<file path="src/rtl/dbus_arbiter.sv">
// dbus_arbiter: two-master round-robin data bus arbiter with ownership lock.
// Define ARB_TIMEOUT_EN to bound locked ownership to LOCK_MAX transfers.
module dbus_arbiter #(
   parameter int LOCK_MAX = 16
) (
   input  logic        clk,
   input  logic        reset,
   input  logic        m0_req,
   input  logic        m0_lock,
   input  logic [31:0] m0_addr,
   input  logic [31:0] m0_wdata,
   input  logic [3:0]  m0_we,
   output logic        m0_gnt,
   output logic [31:0] m0_rdata,
   input  logic        m1_req,
   input  logic        m1_lock,
   input  logic [31:0] m1_addr,
   input  logic [31:0] m1_wdata,
   input  logic [3:0]  m1_we,
   output logic        m1_gnt,
   output logic [31:0] m1_rdata,
   output logic [31:0] s_addr,
   output logic [31:0] s_wdata,
   output logic [3:0]  s_we,
   input  logic [31:0] s_rdata,
   output logic        busy,
   output logic        owner
);

   localparam logic [1:0] IDLE = 2'd0;
   localparam logic [1:0] OWN0 = 2'd1;
   localparam logic [1:0] OWN1 = 2'd2;

   logic [1:0] state;
   logic [1:0] nxt;
   logic       armed;
   logic       own_q;
   logic       xfer0;
   logic       xfer1;
   logic       keep0;
   logic       keep1;

   if (LOCK_MAX < 2 || LOCK_MAX > 255) begin : g_lock_max_chk
      $error("dbus_arbiter: LOCK_MAX must be 2..255");
   end

   assign m0_gnt = (state == OWN0);
   assign m1_gnt = (state == OWN1);
   assign xfer0  = m0_gnt & m0_req;
   assign xfer1  = m1_gnt & m1_req;

`ifdef ARB_TIMEOUT_EN
   logic [7:0] cnt;
   logic       at_max;

   assign at_max = (cnt == 8'(LOCK_MAX - 1));
   assign keep0  = m0_req & m0_lock & ~(at_max & m1_req);
   assign keep1  = m1_req & m1_lock & ~(at_max & m0_req);

   // Run length of locked transfers by the current owner
   always_ff @(posedge clk or negedge reset) begin
      if (!reset) begin
         cnt <= 8'd0;
      end else if (nxt != state) begin
         cnt <= 8'd0;
      end else if ((xfer0 & m0_lock) | (xfer1 & m1_lock)) begin
         if (cnt != 8'hFF) cnt <= cnt + 8'd1;
      end else if (xfer0 | xfer1) begin
         cnt <= 8'd0;
      end
   end
`else
   assign keep0 = m0_req & m0_lock;
   assign keep1 = m1_req & m1_lock;
`endif

   always_comb begin
      nxt = state;
      unique case (state)
         IDLE: begin
            if (!armed)               nxt = IDLE;
            else if (m0_req && m1_req) nxt = own_q ? OWN0 : OWN1;
            else if (m0_req)          nxt = OWN0;
            else if (m1_req)          nxt = OWN1;
         end
         OWN0: begin
            if (keep0)       nxt = OWN0;
            else if (m1_req) nxt = OWN1;
            else if (m0_req) nxt = OWN0;
            else             nxt = IDLE;
         end
         OWN1: begin
            if (keep1)       nxt = OWN1;
            else if (m0_req) nxt = OWN0;
            else if (m1_req) nxt = OWN1;
            else             nxt = IDLE;
         end
         default: nxt = IDLE;
      endcase
   end

   // armed holds off the first grant until the second edge after reset
   always_ff @(posedge clk or negedge reset) begin
      if (!reset) begin
         state <= IDLE;
         armed <= 1'b0;
         own_q <= 1'b1;
      end else begin
         state <= nxt;
         armed <= 1'b1;
         if (nxt == OWN0)      own_q <= 1'b0;
         else if (nxt == OWN1) own_q <= 1'b1;
      end
   end

   assign s_addr  = ({32{xfer0}} & m0_addr)  | ({32{xfer1}} & m1_addr);
   assign s_wdata = ({32{xfer0}} & m0_wdata) | ({32{xfer1}} & m1_wdata);
   assign s_we    = ({4{xfer0}} & m0_we)     | ({4{xfer1}} & m1_we);

   assign m0_rdata = s_rdata;
   assign m1_rdata = s_rdata;
   assign busy     = (state != IDLE);
   assign owner    = own_q;

endmodule

</file>
<file path="config.mk">
export PLATFORM = sky130hd
export DESIGN_NAME = dbus_arbiter
export DESIGN_NICKNAME = d
export VERILOG_FILES = /design/src/rtl/dbus_arbiter.sv
export SDC_FILE = /design/constraint.sdc
export NUM_CORES = 1
export LEC_CHECK = 0
export ABC_AREA = 1
export CORE_AREA = 2 2 119 121
export DETAILED_ROUTE_END_ITERATION = 16
export DIE_AREA = 0 0 121 123
export GPL_TIMING_DRIVEN = 0
export PLACE_DENSITY = 0.59
export SYNTH_ARGS = -nofsm -noshare
export SYNTH_HDL_FRONTEND = slang
export SYNTH_SLANG_ARGS = --single-unit
</file>
<file path="constraint.sdc">
create_clock -name clk -period 1.95 [get_ports clk]
set_input_delay 0.195 -clock clk [delete_from_list [all_inputs] [get_ports clk]]
set_output_delay 0.195 -clock clk [all_outputs]
set_load 0.005 [all_outputs]
</file>
==> out/qor.yml, run 1 <==
pwr-share-clk_pct: 9.4
dpl.hpwl_um: 9770
worstReg2RegStart: "state[1]"
tritoncts: "built"
area_fraction_of_the_dominant_cell_type_after_synthesis_pct: 34.31
yosysSeqAreaShare_pct: 5.263
grt_antenna_before_repair: 1
synthDistinctLibCells: 20
r2r_cells: 9
place_area_mm2: 0.004923
post_drt_via_cell_ratio: 4.159
global_route.usage.total_pct: 14.06
final_max_slew_viol_count: 0
worst-setup-path-type: "reg -> out"
drt_iter0_drc: 165
floorplan.io_pins: 310
power_density_mw_per_mm2: 632.8
cts.sink_count: 4
global_route.overflow_total: 0
io_buffer_count: 277
r2r_end: "owner"
drt-total-wl_um: 11980
ir_drop_v: 0.0005478
first_global_vias: 3427
critical_path.endpoint_type: "primary output"
layout.cell_area.non_filler_mm2: 0.005508
drive_above_1_share_pct: 20.16
worst-r2r-setup-slack_ns: 0.39
synth_largest_area_cell: "sky130_fd_sc_hd__nand3_1"
die_height_um: 123
clock_skew_ns: 0.002120
power_leakage_nw: 3.293
syn-num-nets: 523
inserted_clock_buffers: 3
critical_path_arrival_ns: 1.73
core_region_area_mm2: 0.01361
p_switching_mw: 1.337
die-width_um: 121
drtPass1Iterations: 4
rsz_0062_raised_after_global_routing: "true"
max-clock-path-buffers: 2
grt_max_degree: 11
sequential_cell_area_um2: 102.6
ant_nets: 0
ys_warn_count: 0
worst-path-max-fanout: 8
utilization_pct: 40.46
cts_root_buf: "sky130_fd_sc_hd__clkbuf_16"
number_of_rows_in_the_core_area: 43
clock.fmax_ghz: 0.5196
post-route-period-util_pct: 98.70
internal_power_mw: 2.148
combPwrFrac_pct: 85.8
netlist_area_mm2: 0.001926
total_power_mw: 3.485
yosys-top-cells-area: "sky130_fd_sc_hd__nand3_1 (34%), sky130_fd_sc_hd__buf_4 (25%), sky130_fd_sc_hd__nand2_1 (16%)"
power.share.switching_pct: 38.36
multi_input_area_mm2: 0.001170
postSynthCellCount: 348
wire_length_of_the_first_global_routing_pass_um: 16840
crit_path_start_kind: "flop"
cts_clock_pin_slew_for_the_worst_setup_and_hold_paths_ns: 0.03
globalplace.congestion: 0.8051
hold_viol_final: 0
drt_drc_violations_left: 0
post_drt_wl_per_cell_um: 14.50
clock_tree.htree_level_count: 1
area_enclosed_by_the_die_boundary_mm2: 0.01488
nets_finish: 821
synth_seq_cells: 4
status: "completed"
sequential_share_of_power_pct: 4.8
initial_core_util_pct: 14.15
layout.filler_cells: 1405
clk_latency_ns: 0.22
synthToLayoutAreaGrowth_pct: 186.0
drv.max_cap_violation_count: 0
dr_total_vias: 3435
setup_viol_count_final: 0
final_period_demand_of_the_worst_path_ns: 1.925
timing.critical_path.required_ns: 1.75
syn_area_per_cell_um2: 5.533
timing.hold.worst.class: "in -> async"
-- cell families after synthesis --
| logic type | share of synthesized area [%] |
|---|---|
| other | 0.1947 |
| AOI/OAI and AO/OA | 0.5198 |
| buffers and inverters | 34.50 |
| and+or+nand+nor | 58.87 |
| adders and majority gates | 0.6497 |
| DFF | 5.263 |
-- through the flow --
stage	hold slack, ns	setup slack, ns	TNS [ns]	std cells
3_5_place_dp	0.4132	-0.6551	-22.92	805
4_1_cts	0.1775	-0.09339	-2.487	819
2_1_floorplan	-0.1006	0.5226	0	348
6_report	0.1745	0.02536	0	826
5_1_grt	0.1890	-0.07105	-0.2463	825
3_3_place_gp	0.4071	-0.6277	-22.26	805
-- cell usage after synthesis (all sizes together) --
master / n
ha: 1
nand3: 142
nand4: 1
inv: 8
conb: 1
buf: 89
o21ai: 2
dfstp: 1
nor2: 10
clkbuf: 5
dfrtp: 3
nand2: 85
-- per-layer routing --
layer	routed length, um	track usage, %
met2	6308	27.53
met4	52	1.453
met1	4519	15.80
met5	0	0
met3	1097	3.367
-- worst max-delay path, stage by stage, from the launching register on --
cell	delay, ns
sky130_fd_sc_hd__dfrtp_1	0.35
sky130_fd_sc_hd__inv_2	0.09
sky130_fd_sc_hd__nor2_4	0.13
sky130_fd_sc_hd__buf_6	0.15
sky130_fd_sc_hd__buf_8	0.12
sky130_fd_sc_hd__nand3_1	0.07
sky130_fd_sc_hd__nand2_1	0.08
sky130_fd_sc_hd__clkdlybuf4s50_1	0.50
-- layout by cell type, fill, tap and decap left out, types with 4 or more instances in the layout --
cell type,synthesis,routed
sky130_fd_sc_hd__buf_8,1,9
sky130_fd_sc_hd__nand3_1,132,131
sky130_fd_sc_hd__inv_1,6,6
sky130_fd_sc_hd__clkdlybuf4s50_1,0,214
sky130_fd_sc_hd__dlymetal6s2s_1,0,47
sky130_fd_sc_hd__dlygate4sd2_1,0,16
sky130_fd_sc_hd__nand3_2,10,11
sky130_fd_sc_hd__nand2_1,84,84
sky130_fd_sc_hd__nor2_1,9,9
sky130_fd_sc_hd__buf_4,65,78
sky130_fd_sc_hd__clkbuf_16,0,4
sky130_fd_sc_hd__buf_6,1,15
-- what timing repair did --
item,4_1_cts,5_1_grt
resized for setup,68,85
setup buffers,9,5
pin swaps,1,0
setup endpoints to repair,70,53
hold buffers,0,0
gates cloned,1,1
-- worst max path at each step --
stage | slack [ns] | end | cells after the start | start
finish | 0.03 | s_addr[30] | 7 | state[1]
detailed placement | -0.66 | s_wdata[9] | 6 | m1_req
CTS | -0.09 | s_addr[16] | 7 | state[1]
global placement | -0.63 | s_wdata[9] | 6 | m1_req
floorplan | 0.52 | owner | 7 | state[0]
global route | -0.07 | s_wdata[14] | 7 | state[1]
-- final cells by class --
type | instances | area share (%)
flip-flops and latches | 4 | 1.863
repair buffers | 293 | 54.84
well taps | 180 | 4.089
clock buffers | 4 | 1.431
multi-input cells | 242 | 21.24
plain buffers | 94 | 15.72
diodes | 1 | 0.04543
inverters | 8 | 0.7724
-- state kept, by name (all words and copies together) (netlist names) --
| signal | flops |
|---|---|
| state | 2 |
| armed | 1 |
| owner | 1 |
-- power by group through the flow --
stage	registers (mW)	clock network [mW]	logic, mW
floorplan	0.160	0	1.07
global placement	0.166	0	2.53
detailed placement	0.168	0	2.56
CTS	0.164	0.333	2.85
global route	0.169	0.339	3.25
finish	0.166	0.328	2.99
No activity file was read; power rests on OpenSTA's default activity.
==> run 2: changes to the inputs <==
- REMOVE_ABC_BUFFERS: default -> 1
- SKIP_LAST_GASP: default -> 1
==> out/qor.yml, run 2 (same netlist as run 1, synthesis figures left out) <==
drt_iter0_drc: 145  # -12%
sequential_share_of_power_pct: 4.7  # about the same
layout.cells.most_common_list: "sky130_fd_sc_hd__clkdlybuf4s50_1 (155), sky130_fd_sc_hd__nand3_1 (132), sky130_fd_sc_hd__nand2_1 (82)"
wire_length_of_the_first_global_routing_pass_um: 18530  # +10%
worst_setup_path_startpoint: "state[0]"
number_of_rows_in_the_core_area: 43  # unchanged
drt-met1-wl_um: 5424  # +20%
timing.hold.worst.class: "in -> async"
floorplan.io_pins: 310  # unchanged
met3_wirelength_um: 2331  # +110%
ir_drop_v: 0.0007042  # +29%
grt_antenna_before_repair: 0  # -1
crit_end: "s_wdata[2]"
clock_tree.htree_level_count: 1  # unchanged
io_buffer_count: 213  # -23%
critical_path.endpoint_type: "primary output"
combPwrFrac_pct: 86.3  # +0.5 points
drive_above_1_share_pct: 11.90  # -8.3 points
worst_slack_ns: -0.07509  # -0.1005 ns
met2RoutedLength_um: 6009  # -4.7%
r2r_end: "owner"
top_layer: "met5"
cts_clock_pin_slew_for_the_worst_setup_and_hold_paths_ns: 0.03  # about the same
clock_skew_ns: 0.003841  # +0.001721 ns
initial_core_util_pct: 14.15  # unchanged
worstMarginPinSlew_ns: 0.6855
post_drt_wl_per_cell_um: 20.41  # +41%
layout.cell_area.non_filler_mm2: 0.004279  # -22%
pwr-share-clk_pct: 9.0  # -0.4 points
first_global_vias: 2904  # -15%
clk_latency_ns: 0.22  # about the same
internal_power_mw: 2.071  # -3.6%
dpl.hpwl_um: 9366  # -4.1%
crit_path_start_kind: "flop"
worst-r2r-setup-slack_ns: 0.03  # -0.36 ns
r2r_cells: 13  # +4
placed_cells_incl_taps: 650  # -19%
n_antenna_cell: 0  # -1
tritoncts: "built"
drt-total-wl_um: 13960  # +17%
cts.sink_count: 4  # unchanged
worst-path-max-fanout: 6  # -2
p_switching_mw: 1.578  # +18%
post-route-period-util_pct: 103.9  # +5.2 points
power_leakage_nw: 2.399  # -27%
grt_max_degree: 41  # +30
timing.critical_path.required_ns: 1.75  # about the same
setup_viol_count_final: 13  # +13
globalplace.congestion: 0.7719  # -4.1%
rsz_0062_raised_after_global_routing: "true"
global_route.usage.total_pct: 16.74  # +2.7 points
worstReg2RegStart: "state[1]"
power_density_mw_per_mm2: 852.7  # +35%
largest_register_ffs: 2  # unchanged
final_period_demand_of_the_worst_path_ns: 2.025  # +0.1005 ns
status: "finished, violations left"
global_route.overflow_total: 0  # unchanged
failed_checks: "setup timing"
drtPass1Iterations: 5  # +1
critical_path_arrival_ns: 1.83  # +0.10 ns
slew-limit-headroom_pct: 54.30
die_height_um: 123  # unchanged
nets_finish: 680  # -17%
power.share.switching_pct: 43.26  # +4.9 points
ant_nets: 0  # unchanged
hold_viol_final: 0  # unchanged
total_power_mw: 3.649  # +4.7%
inserted_clock_buffers: 3  # unchanged
cts_root_buf: "sky130_fd_sc_hd__clkbuf_16"
post_layout_nonfiller_instances: 684  # -17%
fin_worst_hold_slack_ns: 0.1813  # +0.006793 ns
die-width_um: 121  # unchanged
synthToLayoutAreaGrowth_pct: 122.2
post_drt_via_cell_ratio: 4.478  # +7.7%
drt_drc_violations_left: 0  # unchanged
max-clock-path-buffers: 2  # unchanged
drv.max_cap_violation_count: 0  # unchanged
clock.fmax_ghz: 0.4938  # -5.0%
worst-setup-path-type: "reg -> out"
area_enclosed_by_the_die_boundary_mm2: 0.01488  # unchanged
top_register: "state"
layout_commonest_cell: "sky130_fd_sc_hd__clkdlybuf4s50_1"
place_area_mm2: 0.003699  # -25%
dr_total_vias: 3063  # -11%
final_max_slew_viol_count: 0  # unchanged
core_region_area_mm2: 0.01361  # unchanged
run 2: changes by cell type in the layout (fill, tap and decap cells not counted), moves of 2 or more:
cell,previous run,this run
sky130_fd_sc_hd__buf_16,0,2
sky130_fd_sc_hd__clkdlybuf4s15_1,0,4
sky130_fd_sc_hd__buf_12,2,8
sky130_fd_sc_hd__dlygate4sd2_1,16,22
sky130_fd_sc_hd__inv_12,0,2
sky130_fd_sc_hd__buf_4,78,12
sky130_fd_sc_hd__nand2_1,84,82
sky130_fd_sc_hd__dlymetal6s2s_1,47,27
sky130_fd_sc_hd__clkdlybuf4s50_1,214,155
sky130_fd_sc_hd__buf_6,15,5
sky130_fd_sc_hd__buf_8,9,0
sky130_fd_sc_hd__nand2_2,0,2
run 2: what timing repair did:
action                     CTS  global route
setup endpoints to repair   71            53
setup buffers               17             4
hold buffers                 0             0
cloned                       7             2
resized for setup           50            43
pin swaps                    8            17
run 2: power by group through the flow:
stage	Combinational, mW	Sequential [mW]	Clock [mW]
2_1_floorplan	0.785	0.160	0
3_3_place_gp	2.11	0.164	0
3_5_place_dp	2.17	0.164	0
4_1_cts	3.01	0.168	0.336
5_1_grt	3.39	0.178	0.345
6_report	3.15	0.171	0.328
run 2: worst max-delay path, cell delays in order, from the launching register on:
cell and delay, ns:
sky130_fd_sc_hd__dfrtp_2 0.45, sky130_fd_sc_hd__buf_6 0.15, sky130_fd_sc_hd__nor2_4 0.17, sky130_fd_sc_hd__clkbuf_16 0.17, sky130_fd_sc_hd__nand3_1 0.06, sky130_fd_sc_hd__nand2_1 0.10
sky130_fd_sc_hd__clkdlybuf4s50_1 0.50
run 2: layout make-up:
cell class | instances | area, um^2
Fill cell | 1439 | 9333
Timing Repair Buffer | 242 | 2586
Multi-Input combinational cell | 243 | 1194
Tap cell | 180 | 225.2
Sequential cell | 4 | 102.6
Clock buffer | 4 | 78.83
Timing Repair inverter | 3 | 47.55
Inverter | 8 | 45.04
run 2: layer usage:
layer / vias up / global-route usage (%)
met2: 240 / 24.09
met3: 11 / 12.27
met4: 4 / 1.890
met1: 1398 / 19.96
li1: 1410 / -
met5: - / 8.681
run 2: worst min-delay path by stage:
stage                           start            to  slack (ns)  cells after the start
after floorplan                 reset         armed       -0.10                      0
after global placement    s_rdata[25]  m1_rdata[25]        0.39                      0
after detailed placement  s_rdata[25]  m1_rdata[25]        0.39                      0
after CTS                       reset      state[1]        0.18                      1
after global routing            reset      state[1]        0.19                      1
final                           reset      state[1]        0.18                      1
run 2: metrics by stage:
step                       TNS, ns  setup WS, ns  util [%]
after detailed placement    -38.77       -0.6698     27.17
after global routing        -2.118       -0.1406     31.44
after global placement     -125.03        -1.937     26.80
final                      -0.5749      -0.07509     31.44
after floorplan           -0.02920      -0.02920         -
after CTS                   -1.397      -0.08804     30.18
==> run 3: changes to the inputs <==
- SKIP_LAST_GASP: 1 -> default
==> out/qor.yml, run 3 (same netlist as run 1, synthesis figures left out) <==
layout.filler_cells: 1432  # -0.49%
initial_core_util_pct: 14.15  # unchanged
drtPass1Iterations: 4  # -1
power.share.switching_pct: 42.67  # -0.59 points
place_area_mm2: 0.003699  # unchanged
critical_path_arrival_ns: 1.79  # -0.04 ns
post_drt_wl_per_cell_um: 20.01  # -2.0%
dpl.hpwl_um: 9366  # unchanged
rsz_0062_raised_after_global_routing: "true"
power_density_mw_per_mm2: 865.6  # +1.5%
max-clock-path-buffers: 2  # unchanged
worstReg2RegStart: "state[1]"
combPwrFrac_pct: 86.8  # +0.5 points
worst-setup-path-type: "reg -> out"
worst-r2r-setup-slack_ns: 0.16  # +0.13 ns
dr_total_vias: 3083  # +0.65%
nets_finish: 691  # +1.6%
grt_antenna_before_repair: 0  # unchanged
final_max_slew_viol_count: 0  # unchanged
globalplace.congestion: 0.7719  # unchanged
power_leakage_nw: 2.496  # +4.1%
grt_max_degree: 41  # unchanged
internal_power_mw: 2.167  # +4.7%
worst-path-max-fanout: 17  # +11
layout_commonest_cell: "sky130_fd_sc_hd__clkdlybuf4s50_1"
failed_checks: "setup timing"
utilization_pct: 32.08  # +0.64 points
tritoncts: "built"
drive_above_1_share_pct: 14.56  # +2.7 points
clock.fmax_ghz: 0.5040  # +2.1%
worst_slack_ns: -0.03395  # +0.04115 ns
timing.hold.worst.class: "in -> async"
wire_length_of_the_first_global_routing_pass_um: 18530  # unchanged
drt_iter0_drc: 108  # -26%
cts_clock_pin_slew_for_the_worst_setup_and_hold_paths_ns: 0.03  # about the same
area_enclosed_by_the_die_boundary_mm2: 0.01488  # unchanged
cts.sink_count: 4  # unchanged
post_cts_hold_buffer_count: 0  # unchanged
p_switching_mw: 1.613  # +2.2%
crit_path_start_kind: "flop"
global_route.usage.total_pct: 16.74  # unchanged
ir_drop_v: 0.0007292  # +3.6%
drv.max_cap_violation_count: 0  # unchanged
die_height_um: 123  # unchanged
post_drt_via_cell_ratio: 4.436  # -0.94%
n_antenna_cell: 0  # unchanged
top_register: "state"
sequential_share_of_power_pct: 4.5  # -0.2 points
drt-total-wl_um: 13910  # -0.39%
inserted_clock_buffers: 3  # unchanged
die-width_um: 121  # unchanged
r2r_cells: 11  # -2
cts_root_buf: "sky130_fd_sc_hd__clkbuf_16"
number_of_rows_in_the_core_area: 43  # unchanged
drt_drc_violations_left: 0  # unchanged
io_buffer_count: 213  # unchanged
critical_path.endpoint_type: "primary output"
layout.cells.most_common_list: "sky130_fd_sc_hd__clkdlybuf4s50_1 (145), sky130_fd_sc_hd__nand3_1 (132), sky130_fd_sc_hd__nand2_1 (82)"
r2r_end: "owner"
hold_viol_final: 0  # unchanged
global_route.overflow_total: 0  # unchanged
ant_nets: 0  # unchanged
layout.cell_area.non_filler_mm2: 0.004367  # +2.0%
synthToLayoutAreaGrowth_pct: 126.8
core_region_area_mm2: 0.01361  # unchanged
clk_latency_ns: 0.22  # about the same
clock_tree.htree_level_count: 1  # unchanged
pwr-share-clk_pct: 8.7  # -0.3 points
first_global_vias: 2904  # unchanged
status: "finished, violations left"
post-route-period-util_pct: 101.7  # -2.1 points
setup_viol_count_final: 3  # -10
floorplan.io_pins: 310  # unchanged
timing.critical_path.required_ns: 1.75  # about the same
final_period_demand_of_the_worst_path_ns: 1.984  # -0.04115 ns
clock_skew_ns: 0.003923  # +0.00008237 ns
largest_register_ffs: 2  # unchanged
-- run 3: cell types whose count changed in the layout (fill, tap and decap cells not counted), sizes merged, moves of 2 or more --
cell           before  now
clkbuf              9   14
clkdlybuf4s50     155  145
clkdlybuf4s15       4    7
inv                11    9
clkinv              0    2
buf                28   39
-- run 3: stage by stage --
| stage | worst slack, ns | total power [mW] | hold WS (ns) | setup TNS [ns] | instances |
|---|---|---|---|---|---|
| 2_1_floorplan | -0.02920 | 0.9447 | -0.1006 | -0.02920 | 254 |
| 3_3_place_gp | -1.937 | 2.269 | 0.3901 | -125.03 | 647 |
| 3_5_place_dp | -0.6698 | 2.335 | 0.3901 | -38.77 | 650 |
| 4_1_cts | -0.07318 | 3.480 | 0.1844 | -0.9728 | 678 |
| 5_1_grt | -0.1083 | 4.066 | 0.1908 | -0.2704 | 695 |
| 6_report | -0.03395 | 3.780 | 0.1843 | -0.06647 | 695 |
-- run 3: metal layers --
metal  GRT usage, %  vias to the layer above  wire, um
li1               -                     1428         -
met3          12.27                        8      2299
met2          24.09                      234      6020
met4          1.890                        4        55
met1          19.96                     1409      5400
met5          8.681                        -       129
-- run 3: what timing repair did --
action,in CTS,in global routing
cloned,7,1
pin swaps,8,14
setup endpoints to repair,71,44
gates resized for setup,60,62
buffers inserted,17,16
-- run 3: worst max-delay path by stage --
stage | startpoint | end | cells after the start
global placement | m0_req | owner | 7
detailed placement | state[1] | s_wdata[0] | 6
finish | state[0] | s_wdata[9] | 6
global route | state[0] | s_wdata[9] | 6
floorplan | state[0] | owner | 6
CTS | state[0] | s_addr[30] | 6
-- run 3: power groups by stage --
stage,Clock [mW],Combinational [mW],Sequential (mW)
after floorplan,0,0.785,0.160
after global placement,0,2.11,0.164
after detailed placement,0,2.17,0.164
after CTS,0.336,2.98,0.168
after global routing,0.345,3.54,0.178
final,0.328,3.28,0.171
-- run 3: layout make-up --
type | count | area (um^2) | area share [%]
inverter | 8 | 48.80 | 1.117
timing repair buffer | 253 | 2650 | 60.69
tap | 180 | 225.2 | 5.158
multi-input combinational | 243 | 1190 | 27.25
sequential | 4 | 102.6 | 2.350
clock buffer | 4 | 78.83 | 1.805
timing repair inverter | 3 | 71.32 | 1.633
-- run 3: critical path: stages, from the launching register on --
cell and delay [ns]:
sky130_fd_sc_hd__dfrtp_2 0.44, sky130_fd_sc_hd__buf_12 0.13, sky130_fd_sc_hd__nand2_8 0.12, sky130_fd_sc_hd__inv_8 0.19
sky130_fd_sc_hd__nand3_1 0.10, sky130_fd_sc_hd__nand2_1 0.08, sky130_fd_sc_hd__clkdlybuf4s50_1 0.49
